`src/rtl/servo_setpoint_encoder_pkg.sv`:
```
// Shared constants for the servo tester front end: setpoint range, default
// centre value and the quadrature phase encoding.
package servo_pkg;

    localparam int SETPOINT_W     = 8;
    localparam int SETPOINT_MAX   = 255;
    localparam int CENTER_DEFAULT = 128;

    // Detent rests at AB=11; clockwise walks 11 -> 10 -> 00 -> 01 -> 11.
    localparam logic [1:0] QUAD_S0 = 2'b11;
    localparam logic [1:0] QUAD_S1 = 2'b10;
    localparam logic [1:0] QUAD_S2 = 2'b00;
    localparam logic [1:0] QUAD_S3 = 2'b01;

    // Position of an AB pair along the clockwise cycle (0..3).
    function automatic logic [1:0] quad_phase(input logic [1:0] ab);
        case (ab)
            QUAD_S0: return 2'd0;
            QUAD_S1: return 2'd1;
            QUAD_S2: return 2'd2;
            default: return 2'd3;
        endcase
    endfunction

endpackage

```
`src/rtl/servo_setpoint_encoder_if.sv`:
```
// Pin and setpoint bundle between the encoder pins, the encoder front end
// and the PWM stage.
interface servo_setpoint_encoder_if;

    logic                              enc_a;
    logic                              enc_b;
    logic                              enc_btn;
    logic                              fast;
    logic [servo_pkg::SETPOINT_W-1:0]  setpoint;
    logic                              setpoint_valid;
    logic                              enc_err;

    modport master (
        output enc_a, enc_b, enc_btn, fast,
        input  setpoint, setpoint_valid, enc_err
    );

    modport slave (
        input  enc_a, enc_b, enc_btn, fast,
        output setpoint, setpoint_valid, enc_err
    );

endinterface

```
`src/rtl/servo_setpoint_encoder_debounce.sv`:
```
// Two-flop synchronizer followed by a stable-count filter: the output only
// follows the pin after DEBOUNCE_CYCLES consecutive differing samples.
module servo_debounce #(
    parameter int   DEBOUNCE_CYCLES = 10000,
    parameter logic RESET_VAL       = 1'b0
) (
    input  logic clk,
    input  logic rst_n,
    input  logic din,
    output logic dout
);

    localparam int CNT_W = $clog2(DEBOUNCE_CYCLES + 1);

    logic             sync1_q, sync2_q;
    logic             deb_q, deb_d;
    logic [CNT_W-1:0] cnt_q, cnt_d;

    always_comb begin
        deb_d = deb_q;
        cnt_d = '0;
        if (sync2_q != deb_q) begin
            if (cnt_q == CNT_W'(DEBOUNCE_CYCLES - 1)) begin
                deb_d = sync2_q;
            end else begin
                cnt_d = cnt_q + CNT_W'(1);
            end
        end
    end

    always_ff @(posedge clk or negedge rst_n) begin
        if (!rst_n) begin
            sync1_q <= RESET_VAL;
            sync2_q <= RESET_VAL;
            deb_q   <= RESET_VAL;
            cnt_q   <= '0;
        end else begin
            sync1_q <= din;
            sync2_q <= sync1_q;
            deb_q   <= deb_d;
            cnt_q   <= cnt_d;
        end
    end

    assign dout = deb_q;

endmodule

```
`src/rtl/servo_setpoint_encoder.sv`:
```
// Rotary encoder front end: debounced quadrature decode into saturating
// setpoint steps, with the push button recalling the centre position.
module servo_setpoint_encoder
    import servo_pkg::*;
#(
    parameter int DEBOUNCE_CYCLES = 10000,
    parameter int STEP            = 1,
    parameter int FAST_STEP       = 8,
    parameter int CENTER          = CENTER_DEFAULT
) (
    input logic                     clk,
    input logic                     rst_n,
    servo_setpoint_encoder_if.slave bus
);

    logic a_deb, b_deb, btn_deb;
    logic fast_s1_q, fast_s2_q;

    servo_debounce #(.DEBOUNCE_CYCLES(DEBOUNCE_CYCLES), .RESET_VAL(1'b1)) u_deb_a (
        .clk(clk), .rst_n(rst_n), .din(bus.enc_a), .dout(a_deb)
    );
    servo_debounce #(.DEBOUNCE_CYCLES(DEBOUNCE_CYCLES), .RESET_VAL(1'b1)) u_deb_b (
        .clk(clk), .rst_n(rst_n), .din(bus.enc_b), .dout(b_deb)
    );
    servo_debounce #(.DEBOUNCE_CYCLES(DEBOUNCE_CYCLES), .RESET_VAL(1'b0)) u_deb_btn (
        .clk(clk), .rst_n(rst_n), .din(bus.enc_btn), .dout(btn_deb)
    );

    logic [1:0]            ab_prev_q;
    logic                  btn_prev_q;
    logic signed [2:0]     q_q, q_d;
    logic                  inc_q, inc_d, dec_q, dec_d;
    logic                  btn_rise_q, btn_rise_d;
    logic                  err_q, err_d;
    logic [SETPOINT_W-1:0] setpoint_q, setpoint_d;
    logic                  valid_q, valid_d;
    logic [1:0]            ab_cur, delta;
    logic [SETPOINT_W:0]   step9, sum9, diff9;

    // Phase difference mod 4: 1 = CW quarter, 3 = CCW quarter, 2 = both bits flipped.
    always_comb begin
        ab_cur     = {a_deb, b_deb};
        delta      = quad_phase(ab_cur) - quad_phase(ab_prev_q);
        q_d        = q_q;
        inc_d      = 1'b0;
        dec_d      = 1'b0;
        err_d      = 1'b0;
        btn_rise_d = btn_deb & ~btn_prev_q;
        case (delta)
            2'd1: begin
                if (q_q == 3'sd3) begin
                    inc_d = 1'b1;
                    q_d   = '0;
                end else begin
                    q_d = q_q + 3'sd1;
                end
            end
            2'd3: begin
                if (q_q == -3'sd3) begin
                    dec_d = 1'b1;
                    q_d   = '0;
                end else begin
                    q_d = q_q - 3'sd1;
                end
            end
            2'd2:    err_d = 1'b1;
            default: ;
        endcase
    end

    always_comb begin
        step9      = fast_s2_q ? (SETPOINT_W+1)'(FAST_STEP) : (SETPOINT_W+1)'(STEP);
        sum9       = {1'b0, setpoint_q} + step9;
        diff9      = {1'b0, setpoint_q} - step9;
        setpoint_d = setpoint_q;
        if (btn_rise_q) begin
            setpoint_d = SETPOINT_W'(CENTER);
        end else if (inc_q) begin
            setpoint_d = (sum9 > (SETPOINT_W+1)'(SETPOINT_MAX)) ? SETPOINT_W'(SETPOINT_MAX)
                                                               : sum9[SETPOINT_W-1:0];
        end else if (dec_q) begin
            setpoint_d = diff9[SETPOINT_W] ? '0 : diff9[SETPOINT_W-1:0];
        end
        valid_d = (setpoint_d != setpoint_q);
    end

    always_ff @(posedge clk or negedge rst_n) begin
        if (!rst_n) begin
            fast_s1_q  <= 1'b0;
            fast_s2_q  <= 1'b0;
            ab_prev_q  <= QUAD_S0;
            btn_prev_q <= 1'b0;
            q_q        <= '0;
            inc_q      <= 1'b0;
            dec_q      <= 1'b0;
            btn_rise_q <= 1'b0;
            err_q      <= 1'b0;
            setpoint_q <= SETPOINT_W'(CENTER);
            valid_q    <= 1'b0;
        end else begin
            fast_s1_q  <= bus.fast;
            fast_s2_q  <= fast_s1_q;
            ab_prev_q  <= ab_cur;
            btn_prev_q <= btn_deb;
            q_q        <= q_d;
            inc_q      <= inc_d;
            dec_q      <= dec_d;
            btn_rise_q <= btn_rise_d;
            err_q      <= err_d;
            setpoint_q <= setpoint_d;
            valid_q    <= valid_d;
        end
    end

    assign bus.setpoint       = setpoint_q;
    assign bus.setpoint_valid = valid_q;
    assign bus.enc_err        = err_q;

endmodule

```
`src/flat_wrapper.sv`:
```
// flat-port wrapper written by rule: the top's interface ports become plain ports
module servo_setpoint_encoder_flat import servo_pkg::*;
#(
    parameter int DEBOUNCE_CYCLES = 10000,
    parameter int STEP            = 1,
    parameter int FAST_STEP       = 8,
    parameter int CENTER          = CENTER_DEFAULT
)
  (clk, rst_n, bus_enc_a, bus_enc_b, bus_enc_btn, bus_fast, bus_setpoint, bus_setpoint_valid, bus_enc_err);
  servo_setpoint_encoder_if bus_i ();
  input logic clk;
  input logic rst_n;
  input wire logic [$bits(bus_i.enc_a)-1:0] bus_enc_a;
  input wire logic [$bits(bus_i.enc_b)-1:0] bus_enc_b;
  input wire logic [$bits(bus_i.enc_btn)-1:0] bus_enc_btn;
  input wire logic [$bits(bus_i.fast)-1:0] bus_fast;
  output wire logic [$bits(bus_i.setpoint)-1:0] bus_setpoint;
  output wire logic [$bits(bus_i.setpoint_valid)-1:0] bus_setpoint_valid;
  output wire logic [$bits(bus_i.enc_err)-1:0] bus_enc_err;
  assign bus_i.enc_a = bus_enc_a;
  assign bus_i.enc_b = bus_enc_b;
  assign bus_i.enc_btn = bus_enc_btn;
  assign bus_i.fast = bus_fast;
  assign bus_setpoint = bus_i.setpoint;
  assign bus_setpoint_valid = bus_i.setpoint_valid;
  assign bus_enc_err = bus_i.enc_err;
  servo_setpoint_encoder #(.DEBOUNCE_CYCLES(DEBOUNCE_CYCLES), .STEP(STEP), .FAST_STEP(FAST_STEP), .CENTER(CENTER)) u_core (.clk(clk), .rst_n(rst_n), .bus(bus_i));
endmodule
```
`config.mk`:
```
export PLATFORM = sky130hd
export DESIGN_NAME = servo_setpoint_encoder_flat
export DESIGN_NICKNAME = d
export VERILOG_FILES = /design/src/rtl/servo_setpoint_encoder_pkg.sv /design/src/rtl/servo_setpoint_encoder_if.sv /design/src/rtl/servo_setpoint_encoder_debounce.sv /design/src/rtl/servo_setpoint_encoder.sv /design/src/flat_wrapper.sv
export SDC_FILE = /design/constraint.sdc
export NUM_CORES = 1
export LEC_CHECK = 0
export CAP_MARGIN = 20
export CORE_UTILIZATION = 45
export CTS_CLUSTER_DIAMETER = 80
export DETAILED_ROUTE_END_ITERATION = 6
export PLACE_DENSITY_LB_ADDON = 0.08
export SLEW_MARGIN = 20
export SYNTH_ARGS = -nofsm -noshare
export SYNTH_HDL_FRONTEND = slang
export SYNTH_SLANG_ARGS = --single-unit
```
`constraint.sdc`:
```
create_clock -name clk -period 6 [get_ports clk]
set_clock_uncertainty 0.05 [all_clocks]
set_input_delay 1.8 -clock clk [delete_from_list [all_inputs] [get_ports clk]]
set_output_delay 1.8 -clock clk [all_outputs]
set_load 0.02 [all_outputs]
```
==> flow_summary.ini <==
[synthesis]
yosys_warnings = 0
synth_sequential_area_ratio_pct = 47.08
synth_nets = 418
synth_enable_flop_cells = 0
yosysTopAreaCellShare_pct = 40.94
post_synth_inst_count = 395
post_synth_num_cell_types = 58
syn_area_mm2 = 0.003851
async_reset_ff_share_pct = 100.0
synthesis.area_per_instance_um2 = 9.750
yosysMostFrequentCell = sky130_fd_sc_hd__dfrtp_1
synth_top_cells_by_count = sky130_fd_sc_hd__dfrtp_1 (63), sky130_fd_sc_hd__nor2_1 (62), sky130_fd_sc_hd__nand2_1 (30), sky130_fd_sc_hd__xor2_1 (24), sky130_fd_sc_hd__nand3_1 (20)
largest_area_contributor_in_the_synthesized_netlist = sky130_fd_sc_hd__dfrtp_1
synthFlopType = sky130_fd_sc_hd__dfrtp_1
largest_cells_by_area_after_synthesis = sky130_fd_sc_hd__dfrtp_1 (41%), sky130_fd_sc_hd__dfstp_2 (6.1%), sky130_fd_sc_hd__nor2_1 (6.0%), sky130_fd_sc_hd__ha_1 (5.5%), sky130_fd_sc_hd__xor2_1 (5.5%)
postSynthRegisterBits = 72

[worst_setup_path]
critical_path.max_fanout = 14
reg2reg_setup_slack_ps = 3190
crit_path_end = bus_setpoint[4]
crit_path_end_kind = output pin
crit_path_start = u_core.bus.setpoint[4]
worst-endpoint-required_ps = 4150
cp.arrival_ps = 1660
worstPathCellList = clkdlybuf4s50_1
cp_slowest_stage_delay_ps = 700
worst_r2r_startpoint = u_core.bus.setpoint[3]
timing.critical_path.buf_inv = 1
reg2reg_depth = 7
worst_path_dominant_cell_family = buffers and inverters
cp_slowest_cell = sky130_fd_sc_hd__clkdlybuf4s50_1
worst-path-stages = 1
crit-reg2reg-capture = u_core.bus.setpoint_valid
timing_worst_setup_path_type = register to output pin
launching_element_type_of_the_critical_path = register

[drt]
ant_nets = 0
post-route-drc-count = 0
postRouteWirelength_mm = 7.204
post_drt_via_cell_ratio = 5.414
vias = 2810
detail_route.first_pass.iterations = 4
wl_per_cell_um = 13.88
initialDrtViolationCount = 97

[sta]
layout_worst_path_cycle_share_pct = 58.55
hold_viol = 0
maxSlewHeadroom_pct = 40.62
worst_slew_pin_slew_ps = 890.7
clock.fmax_mhz = 284.7
fin_hold_ws_ps = 297.5
finalMaxSlewViolations = 0
time_the_worst_path_needs_with_i_o_delays_and_setup_ps = 3513
timing.final.setup_violations = 0
grt_setup_unrepaired = false
timing.setup.tns_ps = 0

[pwr]
p_per_area_mw_per_mm2 = 224.3
power.share.switching_pct = 22.84
clock_power_share_pct = 45.1
p_seq_share_pct = 51.7
vdd_ir_drop_max_v = 0.0001643
p_sw_uw = 220.1
cell_internal_pwr_uw = 743.7
total_leakage_power_nw = 1.866
fraction_of_power_consumed_by_combinational_cells_pct = 3.1

[placed_design]
finalWeightedCongestion = 0.8639
half_perimeter_wire_length_after_placement_mm = 4.881
numPortBuffers = 15
placed_cells = 503

[die]
floorplan.initialDensity_pct = 46.64
floorplan.core_area_mm2 = 0.008258
pin_count = 16
die_width_um = 94.51
chipHeight_um = 94.51
rows = 33
die-area_mm2 = 0.008932

[layout]
layout.core_utilization_pct = 52.05
areaGrowthSynthToFinish_pct = 11.60
design.final.nets = 432
layoutNonFillerInstCount = 519
num_antenna_cells = 0
proportion_of_layout_cells_with_a_drive_suffix_above_1_pct = 8.937

[grt]
grt_pass1_vias = 2739
grt_antenna_before_repair = 0
grt_max_degree = 73
grt_util_all_layers_pct = 18.12
grt_first_pass_wirelength_mm = 12.59
congestion_overflow_gr = 0

[clock_tree]
cts_sinks = 72
cts_htree_levels = 3
cts-buffers-inserted = 9
clock_insertion_delay_worst_skew_ps = 340
cts_buffer_depth = 2
clock_tree.root_cell = sky130_fd_sc_hd__clkbuf_8
tritoncts_clock_tree = yes
cts_repair_resize_count = 0
ctsHoldBuffers = 0
clock_transition_at_path_regs_ps = 90
cts_setup_buffers = 0

[job]
max-cap-violations = 0

[hold_path]
worst_hold_path_type = register to register
hold_path.startpoint = u_core.u_deb_b.sync1_q

[run_status]
run_status = complete, no violations
[layer usage]
metal	vias up	GRT usage, %	part of all wire, %
met4	0	5.934	1.3
met2	39	28.93	47
li1	1405	-	-
met3	7	4.267	3.4
met1	1359	24.29	49
met5	-	0	0
[layout by cell type, fill, tap and decap left out, types with 5 or more instances in the layout]
cell type	count
sky130_fd_sc_hd__o21ai_0	12
sky130_fd_sc_hd__or3_1	5
sky130_fd_sc_hd__clkbuf_8	9
sky130_fd_sc_hd__dfrtp_1	63
sky130_fd_sc_hd__and3_1	13
sky130_fd_sc_hd__inv_1	15
sky130_fd_sc_hd__nor2_1	62
sky130_fd_sc_hd__a21oi_1	14
sky130_fd_sc_hd__nand2_1	30
sky130_fd_sc_hd__clkdlybuf4s50_1	14
sky130_fd_sc_hd__dfstp_2	9
sky130_fd_sc_hd__xnor2_1	18
sky130_fd_sc_hd__nand3_1	20
sky130_fd_sc_hd__xor2_1	24
sky130_fd_sc_hd__nand4_1	5
sky130_fd_sc_hd__a211oi_1	7
sky130_fd_sc_hd__ha_1	17
[sequential cells by signal, summed over array words and instances, names as in the netlist, 2 cells and up]
| signal | flops |
|---|---|
| u_core.ab_prev_q | 2 |
| u_core.bus.setpoint | 8 |
| u_core.u_deb_b.cnt_q | 14 |
| u_core.q_q | 3 |
| u_core.u_deb_a.cnt_q | 14 |
| u_core.u_deb_btn.cnt_q | 14 |
[final cells by class]
class / count / area, um^2
inverter: 15 / 56.30
clock inverter: 7 / 102.6
clock buffer: 9 / 123.9
fill: 774 / 3960
tap: 105 / 131.4
multi-input combinational: 296 / 1923
timing repair buffer: 15 / 147.6
sequential: 72 / 1813
[cell families (layout without fill, tap and decap cells)]
family          Yosys count  count (layout)  synth area share (%)
compound gates           67              67                 12.57
fa+ha+maj                17              17                 5.523
mux                       3               3                0.8771
xor+xnor                 42              42                 9.552
simple gates            167             167                 21.41
buf+inv                  27              46                 2.989
flops                    72              72                 47.08
[power groups by stage]
stage          registers [mW]  clock network, mW  logic, mW
2_1_floorplan           0.507                  0     0.0157
3_3_place_gp            0.508                  0     0.0314
3_5_place_dp            0.508                  0     0.0316
4_1_cts                 0.499              0.447     0.0317
5_1_grt                 0.500              0.472     0.0362
6_report                0.499              0.435     0.0303
[worst min-delay path by stage]
stage	end	slack [ps]	cells past startpoint
CTS	u_core.u_deb_b.sync2_q	300	0
finish	u_core.u_deb_b.sync2_q	300	0
global placement	u_core.u_deb_btn.sync2_q	280	0
detailed placement	u_core.u_deb_btn.sync2_q	290	0
floorplan	u_core.fast_s2_q	280	0
global route	u_core.u_deb_b.sync2_q	310	0
[per-stage QoR]
stage	area, um^2	total power [mW]	worst slack [ps]
after floorplan	3851	0.5225	3563
after CTS	4298	0.9777	2467
after detailed placement	4071	0.5396	2849
final	4298	0.9638	2487
after global routing	4298	1.008	2428
after global placement	4071	0.5392	2882
No activity file was read; power rests on OpenSTA's default activity.
